File: config.mk
export PLATFORM = sky130hd
export DESIGN_NAME = cpu_control_fsm
export DESIGN_NICKNAME = d
export VERILOG_FILES = /design/src/rtl/cpu_pkg.sv /design/src/rtl/cpu_control_fsm_classifier.sv /design/src/rtl/cpu_control_fsm.sv
export SDC_FILE = /design/constraint.sdc
export NUM_CORES = 1
export LEC_CHECK = 0
export CORE_AREA = 3 3 40 42
export CTS_BUF_LIST = sky130_fd_sc_hd__clkbuf_4
export DETAILED_ROUTE_END_ITERATION = 8
export DIE_AREA = 0 0 43 45
export PLACE_DENSITY = 0.8
export REMOVE_ABC_BUFFERS = 1
export SLEW_MARGIN = 20
export SYNTH_ARGS = -nofsm -noshare
export SYNTH_HDL_FRONTEND = slang
export SYNTH_SLANG_ARGS = --single-unit
export TNS_END_PERCENT = 10
File: constraint.sdc
create_clock -name clk -period 3.3 [get_ports clk]
set_input_delay 0.66 -clock clk [delete_from_list [all_inputs] [get_ports clk]]
set_output_delay 0.66 -clock clk [all_outputs]
set_load 0.005 [all_outputs]
File: src/rtl/cpu_pkg.sv
`default_nettype none
// ============================================================================
// Module      : cpu_pkg
// Description : Shared encodings for the CPU control sequencer and decoders.
// Revision    : 1.0 - initial release
// ============================================================================
package cpu_pkg;

    typedef enum logic [2:0] {
        ST_FETCH  = 3'd0,
        ST_DECODE = 3'd1,
        ST_EXEC   = 3'd2,
        ST_WB     = 3'd3,
        ST_MEM_LD = 3'd4,
        ST_MEM_ST = 3'd5,
        ST_BRANCH = 3'd6,
        ST_JUMP   = 3'd7
    } state_t;

    localparam logic [3:0] OP_RTYPE  = 4'b0000;
    localparam logic [3:0] OP_MEM    = 4'b0100;
    localparam logic [3:0] OP_BCOND  = 4'b1100;
    localparam logic [3:0] OP_CMPI   = 4'b1011;

    localparam logic [3:0] EXT_LOAD  = 4'b0000;
    localparam logic [3:0] EXT_STOR  = 4'b0100;
    localparam logic [3:0] EXT_JAL   = 4'b1000;
    localparam logic [3:0] EXT_JCOND = 4'b1100;
    localparam logic [3:0] EXT_CMP   = 4'b1011;

    localparam logic [1:0] PC_SEL_INC  = 2'd0;
    localparam logic [1:0] PC_SEL_DISP = 2'd1;
    localparam logic [1:0] PC_SEL_REG  = 2'd2;

    localparam logic [1:0] WB_SEL_ALU  = 2'd0;
    localparam logic [1:0] WB_SEL_MEM  = 2'd1;
    localparam logic [1:0] WB_SEL_LINK = 2'd2;

    // Bit positions in the one-hot instruction class vector.
    localparam int NUM_CLS   = 10;
    localparam int CLS_RTYPE = 0;
    localparam int CLS_CMP   = 1;
    localparam int CLS_ITYPE = 2;
    localparam int CLS_CMPI  = 3;
    localparam int CLS_LOAD  = 4;
    localparam int CLS_STOR  = 5;
    localparam int CLS_JAL   = 6;
    localparam int CLS_JCOND = 7;
    localparam int CLS_BCOND = 8;
    localparam int CLS_NOP   = 9;

endpackage : cpu_pkg
`default_nettype wire

File: src/rtl/cpu_control_fsm_classifier.sv
`default_nettype none
// ============================================================================
// Module      : instr_classifier
// Description : Combinational opcode/ext to one-hot instruction class.
// Revision    : 1.0 - initial release
// ============================================================================
module instr_classifier
    import cpu_pkg::*;
(
    input  logic [3:0]         opcode,
    input  logic [3:0]         ext,
    output logic [NUM_CLS-1:0] cls
);

    always_comb begin
        cls = '0;
        case (opcode)
            OP_RTYPE: begin
                if (ext == EXT_CMP) cls[CLS_CMP]   = 1'b1;
                else                cls[CLS_RTYPE] = 1'b1;
            end
            OP_MEM: begin
                // Unassigned ext codes under the memory opcode are NOPs.
                case (ext)
                    EXT_LOAD:  cls[CLS_LOAD]  = 1'b1;
                    EXT_STOR:  cls[CLS_STOR]  = 1'b1;
                    EXT_JAL:   cls[CLS_JAL]   = 1'b1;
                    EXT_JCOND: cls[CLS_JCOND] = 1'b1;
                    default:   cls[CLS_NOP]   = 1'b1;
                endcase
            end
            OP_BCOND: cls[CLS_BCOND] = 1'b1;
            OP_CMPI:  cls[CLS_CMPI]  = 1'b1;
            default:  cls[CLS_ITYPE] = 1'b1;
        endcase
    end

endmodule : instr_classifier
`default_nettype wire

File: src/rtl/cpu_control_fsm.sv
`default_nettype none
// ============================================================================
// Module      : cpu_control_fsm
// Description : Multi-cycle fetch/decode/execute sequencer for the 16-bit CPU.
// Revision    : 1.0 - initial release
// ============================================================================
module cpu_control_fsm
    import cpu_pkg::*;
(
    input  logic        clk,
    input  logic        reset_n,
    input  logic [15:0] instr,
    input  logic        mem_rdata_valid,
    input  logic        cond_true,
    output logic        mem_req,
    output logic        mem_we,
    output logic        addr_sel,
    output logic        ir_load,
    output logic        pc_en,
    output logic [1:0]  pc_sel,
    output logic        alu_src_imm,
    output logic        psr_we,
    output logic        reg_we,
    output logic [1:0]  wb_sel,
    output logic [2:0]  state
);

    localparam state_t RESET_STATE = ST_FETCH;

    state_t               r_state;
    state_t               w_next_state;
    logic [NUM_CLS-1:0]   w_cls;
    logic                 w_imm_op;
    logic                 w_flag_only;
    logic                 w_unused_instr_bits;

    instr_classifier u_classifier (
        .opcode (instr[15:12]),
        .ext    (instr[7:4]),
        .cls    (w_cls)
    );

    // Register fields are consumed by the datapath, not by the sequencer.
    assign w_unused_instr_bits = ^{instr[11:8], instr[3:0]};

    assign w_imm_op    = w_cls[CLS_ITYPE] | w_cls[CLS_CMPI];
    assign w_flag_only = w_cls[CLS_CMP]   | w_cls[CLS_CMPI];
    assign state       = r_state;

    always_ff @(posedge clk or negedge reset_n) begin
        if (!reset_n) r_state <= RESET_STATE;
        else          r_state <= w_next_state;
    end

    always_comb begin
        w_next_state = r_state;
        mem_req      = 1'b0;
        mem_we       = 1'b0;
        addr_sel     = 1'b0;
        ir_load      = 1'b0;
        pc_en        = 1'b0;
        pc_sel       = PC_SEL_INC;
        alu_src_imm  = 1'b0;
        psr_we       = 1'b0;
        reg_we       = 1'b0;
        wb_sel       = WB_SEL_ALU;

        // Outputs are gated by reset_n so mem_req drops without waiting for a clock.
        if (reset_n) begin
            case (r_state)
                ST_FETCH: begin
                    mem_req = 1'b1;
                    if (mem_rdata_valid) begin
                        ir_load      = 1'b1;
                        pc_en        = 1'b1;
                        pc_sel       = PC_SEL_INC;
                        w_next_state = ST_DECODE;
                    end
                end
                ST_DECODE: begin
                    if (w_cls[CLS_LOAD])
                        w_next_state = ST_MEM_LD;
                    else if (w_cls[CLS_STOR])
                        w_next_state = ST_MEM_ST;
                    else if (w_cls[CLS_BCOND])
                        w_next_state = ST_BRANCH;
                    else if (w_cls[CLS_JAL] | w_cls[CLS_JCOND])
                        w_next_state = ST_JUMP;
                    else if (w_cls[CLS_RTYPE] | w_cls[CLS_ITYPE] | w_flag_only)
                        w_next_state = ST_EXEC;
                    else
                        w_next_state = ST_FETCH;
                end
                ST_EXEC: begin
                    alu_src_imm  = w_imm_op;
                    psr_we       = 1'b1;
                    w_next_state = w_flag_only ? ST_FETCH : ST_WB;
                end
                ST_WB: begin
                    alu_src_imm  = w_imm_op;
                    reg_we       = 1'b1;
                    wb_sel       = WB_SEL_ALU;
                    w_next_state = ST_FETCH;
                end
                ST_MEM_LD: begin
                    mem_req  = 1'b1;
                    addr_sel = 1'b1;
                    if (mem_rdata_valid) begin
                        reg_we       = 1'b1;
                        wb_sel       = WB_SEL_MEM;
                        w_next_state = ST_FETCH;
                    end
                end
                ST_MEM_ST: begin
                    mem_req  = 1'b1;
                    mem_we   = 1'b1;
                    addr_sel = 1'b1;
                    if (mem_rdata_valid) w_next_state = ST_FETCH;
                end
                ST_BRANCH: begin
                    pc_sel       = PC_SEL_DISP;
                    pc_en        = cond_true;
                    w_next_state = ST_FETCH;
                end
                ST_JUMP: begin
                    // Link value is the already-incremented PC; the target comes
                    // from the register read before the link write lands.
                    pc_sel = PC_SEL_REG;
                    if (w_cls[CLS_JAL]) begin
                        reg_we = 1'b1;
                        wb_sel = WB_SEL_LINK;
                        pc_en  = 1'b1;
                    end else begin
                        pc_en  = cond_true;
                    end
                    w_next_state = ST_FETCH;
                end
                default: w_next_state = RESET_STATE;
            endcase
        end
    end

endmodule : cpu_control_fsm
`default_nettype wire
==> Word-level counts from Yosys, hierarchy flattened <==
Cells that the tools add are included.
{ "word_totals": {"ff_bits": 3, "inputBits": 20, "output_inout_bits": 15} }
{ "classes": {"eq_ne": 16, "n_mux": 45, "n_bitwise": 5, "reduce_logical": 9} }
{ "op_table": {"columns": ["cell", "count"], "rows": [
  ["two-way mux 1 bit", 27],
  ["equality test 4 bit, second input constant", 5],
  ["two-way mux 3 bit", 6],
  ["one-hot mux 3 bit (5 select lines)", 1],
  ["equality test 3 bit, second input constant", 4],
  ["two-way mux 2 bit", 6],
  ["equality test 4 x 3 -> 1 bit, second input constant", 2],
  ["logical NOT 4 bit", 2],
  ["one-hot mux 2 bit (2 select lines)", 2],
  ["equality test 3 x 2 -> 1 bit, second input constant", 2],
  ["one-hot mux 1 bit (3 select lines)", 2],
  ["OR reduction 3 bit", 2],
  ["OR 1 bit", 5],
  ["two-way mux 4 bit", 1],
  ["OR reduction 2 bit", 2],
  ["OR reduction 4 bit", 1],
  ["equality test 3 x 1 -> 1 bit, second input constant", 1],
  ["logical NOT 3 bit", 1],
  ["AND reduction 3 bit", 1],
  ["inequality test 2 x 1 -> 1 bit, second input constant", 1],
  ["inequality test 2 bit, second input constant", 1]
]} }

==> Depth between registers and ports, before layout <==
{ "depth": {"depth_word": 11, "mapped_depth": 5, "mapped_depth_nobuf": 4} }

==> Modules after synthesis <==
Synthesis repeated with hierarchy kept, for this count alone.
{ "unflattened": {"cells_unflattened": 66, "area_unflattened_um2": 467.9} }
{ "by_module_without_submodules": {"columns": ["mod", "n_inst", "cells_per_inst", "area_each_um2"], "rows": [
  ["cpu_control_fsm", 1, 49, 345.3],
  ["instr_classifier", 1, 17, 122.6]
]} }

==> Worst setup path before layout <==
OpenSTA, ideal clock, no wires.
{ "synth_path": {"kind": "input port to output port", "start": "in instr[13]", "end": "out pc_en", "arrival_time_ns": 1.731, "path_slack_ns": 0.909, "path_stages": 4, "cell_sequence": "or4b_4 -> nor4_2 -> nor2_1 -> o21bai_1"} }
{ "synth_via": {"elab_chain_len": 5} }
{ "synth_lines": {"columns": ["item", "line_no", "text"], "rows": [
  ["from (decl)", "cpu_control_fsm.sv:12", "input logic [15:0] instr,"],
  ["equality test 4 x 3 -> 1 bit", "cpu_control_fsm_classifier.sv:17", "case (opcode)"],
  ["two-way mux 4 bit", "cpu_control_fsm_classifier.sv:17", null],
  ["two-way mux 1 bit", "cpu_control_fsm.sv:129", "if (w_cls[CLS_JAL]) begin"],
  ["one-hot mux 1 bit (3 select lines)", "cpu_control_fsm.sv:70", "case (r_state)"],
  ["two-way mux 1 bit", "cpu_control_fsm.sv:69", "if (reset_n) begin"],
  ["to (decl)", "cpu_control_fsm.sv:19", "output logic pc_en,"]
]} }
Every way passes these cells.

==> Worst setup path in the final report <==
{ "layout_path": {"start": "in instr[5]", "end": "out reg_we"} }
{ "layout_via": {"elab_chain_len": 6} }
{ "layout_lines": {"columns": ["item", "line_no", "text"], "rows": [
  ["equality test 4 bit", "cpu_control_fsm_classifier.sv:24", "case (ext)"],
  ["two-way mux 1 bit", "cpu_control_fsm_classifier.sv:24", null],
  ["two-way mux 4 bit", "cpu_control_fsm_classifier.sv:17", null],
  ["two-way mux 1 bit", "cpu_control_fsm.sv:129", null],
  ["one-hot mux 1 bit (3 select lines)", "cpu_control_fsm.sv:70", null],
  ["two-way mux 1 bit", "cpu_control_fsm.sv:69", null],
  ["to (decl)", "cpu_control_fsm.sv:23", "output logic reg_we,"]
]} }
Every way passes these cells.

==> impl_metrics.yaml <==
run_status:
  status: "complete, no violations"
setup_path:
  cp_slowest_cell: "or4b_4"
  timing.critical_path.to: "reg_we"
  worstSetupStartpoint: "instr[5]"
  critPathMaxFanout: 3
  worstPathRequired_ns: 2.64
  reg2reg_depth: 4
  critPathMostFrequentCell: "clkdlybuf4s50_1"
  cp-end-kind: "output pin"
  worst-setup-path-type: "primary input to output pin"
  critPathMaxStageDelay_ns: 0.55
  startpoint_type: "primary input"
  cp.depth: 6
  critPathBufInv: 2
  crit_family: "buffers and inverters"
  crit_chain: "clkdlybuf4s50_1 -> or4b_4 -> nor4_4 -> nor2_1 -> o21bai_1 -> clkdlybuf4s50_1"
  r2r_slack_ns: 1.91
  timing.rr.end: "state[2]"
  worstPathArrival_ns: 2.59
  r2r_start: "state[0]"
synthesis:
  ys_async_sr_fraction: 1.000
  yosysMostFrequentCell: "nor2_1"
  synthCells: 54
  synth_edf_count: 0
  synth.area.top_cells: "dfrtp_1 (20%), nor2_1 (13%), a31oi_1 (5.0%), nand2_1 (5.0%), o41ai_2 (4.3%)"
  synth_warnings: 0
  synth-seq-cells: 3
  synth_simple_gate_area_frac: 0.5166
  synth_commonest_cells: "nor2_1 (13), nand2_1 (5), a31oi_1 (3), dfrtp_1 (3), nand3_1 (3)"
  synthAdderAreaFrac: 0
  synth_compound_area_frac: 0.2450
  synthesis.area_um2: 377.9
  post_synth_num_cell_types: 26
  synth_seq_area_share: 0.1987
  synthFlopType: "dfrtp_1"
  synth_mux_area_frac: 0
  synth_top_area_frac: 0.1987
  yosys.area.top_type: "dfrtp_1"
  synth_top_family_by_area: "simple AND/OR/NAND/NOR gates"
  synthXorXnorAreaFrac: 0
  syn_avg_cell_area_um2: 6.997
finish:
  layout-drive-gt1-share: 0.2198
  final_cell_count_no_fill: 106
  largest_reg_flops: 3
  synthToLayoutAreaGrowth_pct: 101.7
  multi_input_area_um2: 300.3
  seqCellArea_um2: 75.07
  fillers: 124
  final_nets: 112
  n_antenna_cell: 0
  final_cell_area_um2: 762.0
power:
  leakage_uw: 0.0003254
  powerDensity_nw_per_um2: 456.5
  vdd_drop_max_uv: 249.3
floorplan:
  rows: 13
  coreArea_um2: 1285
  die_w_um: 43
  die_area_um2: 1935
  io_pins: 35
  fp.dieH_um: 45
  initial_core_util: 0.2941
sta:
  rsz0062_at_grt: "true"
  hold_violations: 0
  slew_violations: 0
  setup_viol: 0
  fmax_mhz: 307.6
  finalCriticalPeriod_ns: 3.251
  clock_skew_ns: 0.004632
  fin_crit_sh: 0.9850
  worstMarginPinSlew_ns: 0.3534
  slew-limit-headroom: 0.7644
cts:
  cts_made_buffers: 3
  cts_tree: "yes"
  clockRootBuffer: "clkbuf_4"
  clk_latency_ns: 0.24
  hold_buffers: 0
  clockBufferDepth: 2
  clk_pin_slew_ns: 0.04
  h-tree-depth: 1
  clkSinkCount: 3
global_routing:
  grt_pass1_wl_um: 1973
  track_usage: 0.1299
  antenna_found_initial: 0
  grt_pass1_vias: 498
  grt_overflow: 0
  grt_start_max_net_pins: 14
route:
  wl_per_cell_um: 11.11
  drcViolationCount: 0
  vias: 535
  first_pass_iters: 4
  drtIter0Drc: 8
  via_per_inst: 5.047
  totalWireLength_um: 1178
  ant_nets: 0
placement:
  port_buffers: 26
  place_area_um2: 716.9
  dp_hpwl_um: 953.3
  numPlacedInstances: 102
  gp_congestion: 0.8976
hold_path:
  hold_start: "state[0]"
  worstHoldPathType: "register to register"
job:
  timing.max_cap.violations: 0
[per-stage QoR]
step                      utilization  hold slack, ns   TNS, ns  setup slack, ns  total power (uW)
after floorplan                     -          0.3644         0           0.9093             164.8
after global placement         0.5579          0.7035  -0.09172         -0.05883             267.4
after CTS                      0.5910          0.7246         0          0.02700             350.8
after global routing           0.5930          0.7759  -0.07252         -0.07252             377.0
after detailed placement       0.5579          0.7158   -0.1599         -0.07315             269.3
final                          0.5930          0.7294         0          0.04935             347.8
[final cells by class]
class	count	area share
repair buffers	35	0.4335
multi-input cells	47	0.3941
flip-flops and latches	3	0.09852
clock buffers	4	0.03941
well taps	15	0.02463
inverters	2	0.009852
[worst min path at each step]
stage	endpoint	slack, ns	cells past startpoint
after floorplan	state[0]	0.36	0
after global placement	state[0]	0.70	2
after detailed placement	state[1]	0.72	2
after CTS	state[1]	0.72	2
after global routing	state[1]	0.78	2
final	state[1]	0.73	2
[cells in the final DEF (no fill, tap or decap), drive strengths merged]
cell,instances
inv,2
o2111ai,1
and4b,1
o31a,1
clkdlybuf4s50,25
nand3,3
a31oi,3
and3,1
nand2b,2
buf,9
nand2,5
nor2,13
nor4,1
o21bai,2
clkbuf,4
o22ai,1
a21o,1
o41ai,1
o21ai,2
and4,1
and2,2
nor2b,1
dfrtp,3
nor3,2
or4b,2
dlymetal6s2s,1
nor3b,1
[power breakdown]
part	internal, uW	total, uW	switching [uW]
clock	53.5	73.3	19.8
sequential	50.0	89.3	39.2
combinational	111	185	74.7
total	214	348	134
[worst reg2reg max path: stages, from the launching register on]
cell,delay [ns]
dfrtp_1,0.52
nor2b_1,0.22
o31a_1,0.25
o2111ai_1,0.15
o22ai_1,0.15
[kinds of logic after synthesis]
| family | count (synthesis) |
|---|---|
| buf+inv | 4 |
| flops | 3 |
| simple gates | 35 |
| compound gates | 12 |
[routing by layer]
metal | global-route usage | part of all wire | vias to the layer above
met2 | 0.2246 | 0.50 | 22
li1 | - | - | 273
met1 | 0.1663 | 0.42 | 238
met3 | 0.01195 | 0.063 | 2
met5 | 0 | 0 | -
met4 | 0.05422 | 0.012 | 0
[repair_timing]
item,CTS,global route
cloned,0,0
pin swaps,1,0
endpoints found under the hold margin,0,0
setup endpoints to repair,3,2
gates resized for setup,2,1
buffers inserted,0,0
Power figures use the tool's default switching activity.
